`src/rtl/fifo_write_arbiter.sv`:
```
// Round-robin burst arbiter sharing one async_fifo write port; zero-latency write, fifo_full stalls the grant.
// Define FIFO_WR_ARB_STATS_EN to add per-requester saturating word counters (req_word_count).
module fifo_write_arbiter #(
  parameter int DATA_WIDTH = 8,
  parameter int NUM_REQ    = 4,
  parameter int MAX_BURST  = 4,
  localparam int IDW       = (NUM_REQ > 1) ? $clog2(NUM_REQ) : 1
) (
  input  logic                          clk,
  input  logic                          reset,
  input  logic [NUM_REQ-1:0]            req_valid,
  input  logic [NUM_REQ*DATA_WIDTH-1:0] req_data,
  input  logic [NUM_REQ-1:0]            req_last,
  output logic [NUM_REQ-1:0]            req_ready,
  input  logic                          fifo_full,
  output logic                          fifo_write_en,
  output logic [DATA_WIDTH-1:0]         fifo_write_data,
  output logic [IDW-1:0]                grant_id,
`ifdef FIFO_WR_ARB_STATS_EN
  output logic                          busy,
  output logic [NUM_REQ*16-1:0]         req_word_count
`else
  output logic                          busy
`endif
);

  typedef enum logic {IDLE, GRANT} state_t;

  state_t                  state;
  logic [IDW-1:0]          last_grant;
  logic [7:0]              burst_cnt;
  logic [DATA_WIDTH-1:0]   wdata_q;
  logic [DATA_WIDTH-1:0]   req_word [NUM_REQ];
  logic [IDW-1:0]          winner;
  logic [IDW-1:0]          scan_id;
  logic                    any_req;
  int                      scan_idx;
  logic                    xfer;
  logic                    burst_done;

  for (genvar i = 0; i < NUM_REQ; i++) begin : g_unpack
    assign req_word[i] = req_data[i*DATA_WIDTH +: DATA_WIDTH];
  end

  // Rotating priority: first valid requester after the previous winner.
  always_comb begin
    winner   = '0;
    any_req  = 1'b0;
    scan_idx = 0;
    scan_id  = '0;
    for (int k = 1; k <= NUM_REQ; k++) begin
      scan_idx = (int'(last_grant) + k) % NUM_REQ;
      scan_id  = IDW'(scan_idx);
      if (!any_req && req_valid[scan_id]) begin
        any_req = 1'b1;
        winner  = scan_id;
      end
    end
  end

  always_comb begin
    req_ready = '0;
    if (state == GRANT && !fifo_full) req_ready[grant_id] = 1'b1;
  end

  assign xfer            = (state == GRANT) && req_valid[grant_id] && !fifo_full;
  assign fifo_write_en   = xfer;
  assign fifo_write_data = xfer ? req_word[grant_id] : wdata_q;
  assign burst_done      = ({1'b0, burst_cnt} + 9'd1) == 9'(MAX_BURST);

  always_ff @(posedge clk or posedge reset) begin
    if (reset) begin
      state      <= IDLE;
      busy       <= 1'b0;
      grant_id   <= '0;
      last_grant <= IDW'(NUM_REQ - 1);
      burst_cnt  <= '0;
      wdata_q    <= '0;
    end else begin
      case (state)
        IDLE: begin
          if (any_req && !fifo_full) begin
            grant_id  <= winner;
            busy      <= 1'b1;
            burst_cnt <= '0;
            state     <= GRANT;
          end
        end
        GRANT: begin
          if (xfer) begin
            wdata_q   <= req_word[grant_id];
            burst_cnt <= burst_cnt + 8'd1;
            if (req_last[grant_id] || burst_done) begin
              state      <= IDLE;
              busy       <= 1'b0;
              last_grant <= grant_id;
            end
          end
        end
        default: state <= IDLE;
      endcase
    end
  end

`ifdef FIFO_WR_ARB_STATS_EN
  always_ff @(posedge clk or posedge reset) begin
    if (reset) begin
      req_word_count <= '0;
    end else if (xfer) begin
      for (int i = 0; i < NUM_REQ; i++) begin
        if (i == int'(grant_id) && req_word_count[i*16 +: 16] != 16'hFFFF)
          req_word_count[i*16 +: 16] <= req_word_count[i*16 +: 16] + 16'd1;
      end
    end
  end
`endif

endmodule
```
`config.mk`:
```
export PLATFORM = sky130hd
export DESIGN_NAME = fifo_write_arbiter
export DESIGN_NICKNAME = d
export VERILOG_FILES = /design/src/rtl/fifo_write_arbiter.sv
export SDC_FILE = /design/constraint.sdc
export NUM_CORES = 1
export LEC_CHECK = 0
export CAP_MARGIN = 20
export CORE_MARGIN = 2
export CORE_UTILIZATION = 44
export DETAILED_ROUTE_END_ITERATION = 7
export GPL_ROUTABILITY_DRIVEN = 0
export GPL_TIMING_DRIVEN = 0
export PLACE_DENSITY_LB_ADDON = 0.15
export SLEW_MARGIN = 5
export SYNTH_ARGS = -nofsm -noshare
export SYNTH_HDL_FRONTEND = slang
export SYNTH_SLANG_ARGS = --single-unit
```
`constraint.sdc`:
```
create_clock -name clk -period 1.9 [get_ports clk]
set_input_delay 0.19 -clock clk [delete_from_list [all_inputs] [get_ports clk]]
set_output_delay 0.19 -clock clk [all_outputs]
set_load 0.05 [all_outputs]
```
==> key figures, run 1 <==
Timing
  – Layout Skew: 0.00357 ns
  – RSZ-0062 raised after global routing: true
  – Worst Tran Pin Value: 0.852 ns
  – Fin Hold WS: 0.341 ns
  – Worst slew margin: 43.1%
  – Final Max Slew Viols: 0
  – Final setup margin: -0.310 ns
  – FMAX: 0.452 GHz
  – Endpoints failing hold: 0
  – Final setup fails: 9
  – Fin crit period: about 2.2 ns
  – Final worst path period share: 116%

Clock network
  – CTS root buffer: clkbuf_4
  – Clock latency at the later pin of the worst-skew pair: approximately 0.32 ns
  – CTS tree: built
  – # H-tree levels: 1
  – Worst-case clock buffer depth: 2
  – Clk sinks: 22
  – Clock slew at reported path FFs: about 0.12 ns
  – CTS Buf Count: 3

Synth
  – Ys flop type: dfrtp_1
  – Synth Net Count: 180
  – Cell taking the most area after synthesis: dfrtp_1
  – Mapped cell area: approximately 1500 um2
  – Cell with the most instances after synthesis: dfrtp_1
  – Syn Inst Count: about 140
  – Mapped Avg Cell Area: 11.2 um2
  – Top cells by count, synth: 20 x dfrtp_1, 16 x mux2_2, 10 x mux4_2, 10 x nand3_1, 8 x o21ai_0
  – Library cells used by synthesis: 40
  – Number of flops mapped to enable cells by yosys: 0
  – Seq/Total Area, Yosys: 36.5%
  – Post-synth ARST share: 100%
  – #FFs+latches synth: 22
  – Synth warnings: 0
  – Share of the synthesized area in the top cell type: approximately a third
  – Area contributors post-synth: dfrtp_1 33%, mux4_2 15%, mux2_2 12%

Drt
  – Residual DRC: 0
  – Met2 WL post-DR: a little over 2000 um
  – Avg WL per Cell: ~15 um
  – Vias per Instance: 5.38
  – DR vias: roughly 1,400
  – Met1 Wirelength: roughly 1600 um
  – Final wirelength: 3840 um
  – Drt first pass iters: 4
  – Post-DRT Antenna Nets: 0
  – DR top layer: met4
  – DR WL met3: approximately 170 um
  – DRT iter0 DRCs: a little over 40

GRT
  – Grt ovf: 0
  – Vias in the first global route: 1,405
  – Largest net degree at the start of global routing: 23
  – First-pass GRT wire length: ~6300 um
  – GRT Util Overall: 20.3%
  – Initial antenna violation count: 0

Floorplan
  – Placeable Area: 3310 um2
  – Die height: 62.7 um
  – Row cnt: 21
  – Initial Util: 45.7%
  – DIE WIDTH: roughly 63 um
  – Die ar.: approximately 4000 um2
  – Io pins: 59

Finish
  – Fraction of layout cells with a size suffix above 1: 37.4%
  – Sequential Area: approximately 560 um2
  – Area growth, synth to finish: 56.8%
  – Final std cells w/o fill: approximately 250
  – Util after Layout: a little under three quarters
  – Antenna Cells: 0
  – Fill cells: 261
  – Nets@finish: between 200 and 300
  – Footprint of the multi-input gates: about 940 um2

Status
  – Status: finished with violations
  – Violated checks: negative setup slack

Placement
  – DP Worst Slack: -0.864 ns
  – Port Buf Inserts: 58
  – Hpwl dp: 2780 um
  – # placed instances: approximately 240

Setup path
  – Worst path slowest cell: mux4_2
  – Cell depth of the worst setup path: 6
  – Reg2reg path depth: 7
  – Cell Chain, Critical Path: mux4_2, nand2_4, inv_4, buf_12, mux2_4, buf_8
  – Buf+Inv Stages, Crit Path: 3
  – Critical path required time: between 1.5 and 2 ns
  – Crit-path max FO: 8
  – Critical path startpoint category: flop
  – Reg2Reg Setup Slack: ~0.05 ns
  – Largest stage delay, worst path: 0.55 ns
  – Setup Crit Path Kind: flop to primary output
  – Capturing point of the worst reg2reg path: wdata_q[5]$_DFFE_PP0P_
  – Setup crit end kind: primary output
  – CP top delay family: multiplexers
  – Data arrival time of the critical path: approximately 2.0 ns
  – Worst r2r src: grant_id[0]$_DFFE_PP0P_

Pwr
  – Pint: just under 2000 uW
  – Psw: 1570 uW
  – Comb power frac: a little over two thirds
  – Pwr Density: 1480 nW/um2
  – Maximum vdd drop: 0.925 mV
  – Pleak: slightly below 0.001 uW
  – Clock share of power: ~6.6%
  – Switching portion of total power: around 45%
  – Flop pwr share: 23.7%

Job
  – Max-cap violations: 0

Min path
  – Path category of the worst min-delay check: input pin to async pin
## power groups by stage
stage | Combinational (uW) | Sequential (uW) | Clock [uW]
finish | 2440 | 832 | 232
global route | 2580 | 864 | 254
CTS | 2410 | 797 | 234
floorplan | 1550 | 873 | 0
detailed placement | 2220 | 804 | 0
global placement | 2190 | 789 | 0
## repair_timing
| action | in CTS | in global routing |
|---|---|---|
| endpoints found under the setup margin | 15 | 19 |
| hold buffers | 0 | 0 |
| gates cloned | 0 | 0 |
| resized for setup | 81 | 16 |
| buffers inserted | 7 | 5 |
| pin swaps | 0 | 3 |
## final cells by class
type / count / area share [%]
Multi-Input combinational cell: 96 / 39.7
Timing Repair Buffer: 69 / 29.2
Sequential cell: 22 / 23.5
Buffer: 7 / 2.64
Tap cell: 46 / 2.42
Inverter: 8 / 1.37
Clock buffer: 4 / 1.11
## through the flow
stage | setup TNS (ns) | area (um2) | total power (uW)
finish | -2.47 | 2370 | 3500
global route | -3.17 | 2370 | 3700
CTS | -3.18 | 2310 | 3440
detailed placement | -9.83 | 2190 | 3030
global placement | -9.12 | 2190 | 2980
floorplan | -1.78 | 1550 | 2420
## kinds of logic (layout without fill, tap and decap cells)
logic type,after synthesis,after routing,share of synthesized area [%]
muxes,31,31,31.1
buffers and inverters,17,88,6.03
DFF,22,22,36.5
AOI/OAI and AO/OA,21,21,9.09
adders and majority gates,2,2,1.65
xor gates and xnor gates,3,3,1.74
and+or+nand+nor,39,39,13.9
## cells in the final DEF, fill, tap and decap left out, types with 7 or more instances in the layout
master and count:
buf_4 11, buf_6 7, clkdlybuf4s50_1 45, dfrtp_1 16
inv_1 7, mux2_2 13, mux4_2 10, nand2_1 7
nand3_1 10, o21ai_0 8
## how the worst max path moves through the flow
stage                                       start                  to  slack [ns]
after global placement               req_valid[3]  fifo_write_data[4]       -0.83
after detailed placement             req_valid[3]  fifo_write_data[1]       -0.86
after CTS                 grant_id[0]$_DFFE_PP0P_  fifo_write_data[3]       -0.38
after global routing      grant_id[0]$_DFFE_PP0P_  fifo_write_data[3]       -0.38
final                     grant_id[0]$_DFFE_PP0P_  fifo_write_data[3]       -0.31
after floorplan           grant_id[0]$_DFFE_PP0P_  fifo_write_data[1]       -0.22
## layer usage
layer	vias to the layer above	global-route usage, %
met5	-	0
met4	0	6.11
met3	5	2.52
met2	42	37.8
met1	668	24.3
li1	642	-
## registers in the layout (all words and copies together) (netlist names)
name        flops
burst_cnt       8
wdata_q         8
grant_id        2
last_grant      2
busy            1
state           1
No activity file was read; power rests on OpenSTA's default activity.
==> run 2, diff against run 1 <==
--- a/config.mk
+++ b/config.mk
@@ -11,6 +11,7 @@
 export DETAILED_ROUTE_END_ITERATION = 7
 export GPL_ROUTABILITY_DRIVEN = 0
 export GPL_TIMING_DRIVEN = 0
+export HOLD_SLACK_MARGIN = 0.06
 export PLACE_DENSITY_LB_ADDON = 0.15
 export SLEW_MARGIN = 5
 export SYNTH_ARGS = -nofsm -noshare
==> results of run 2 <==
Final layout, timing and power as in run 1 (identical DEF).
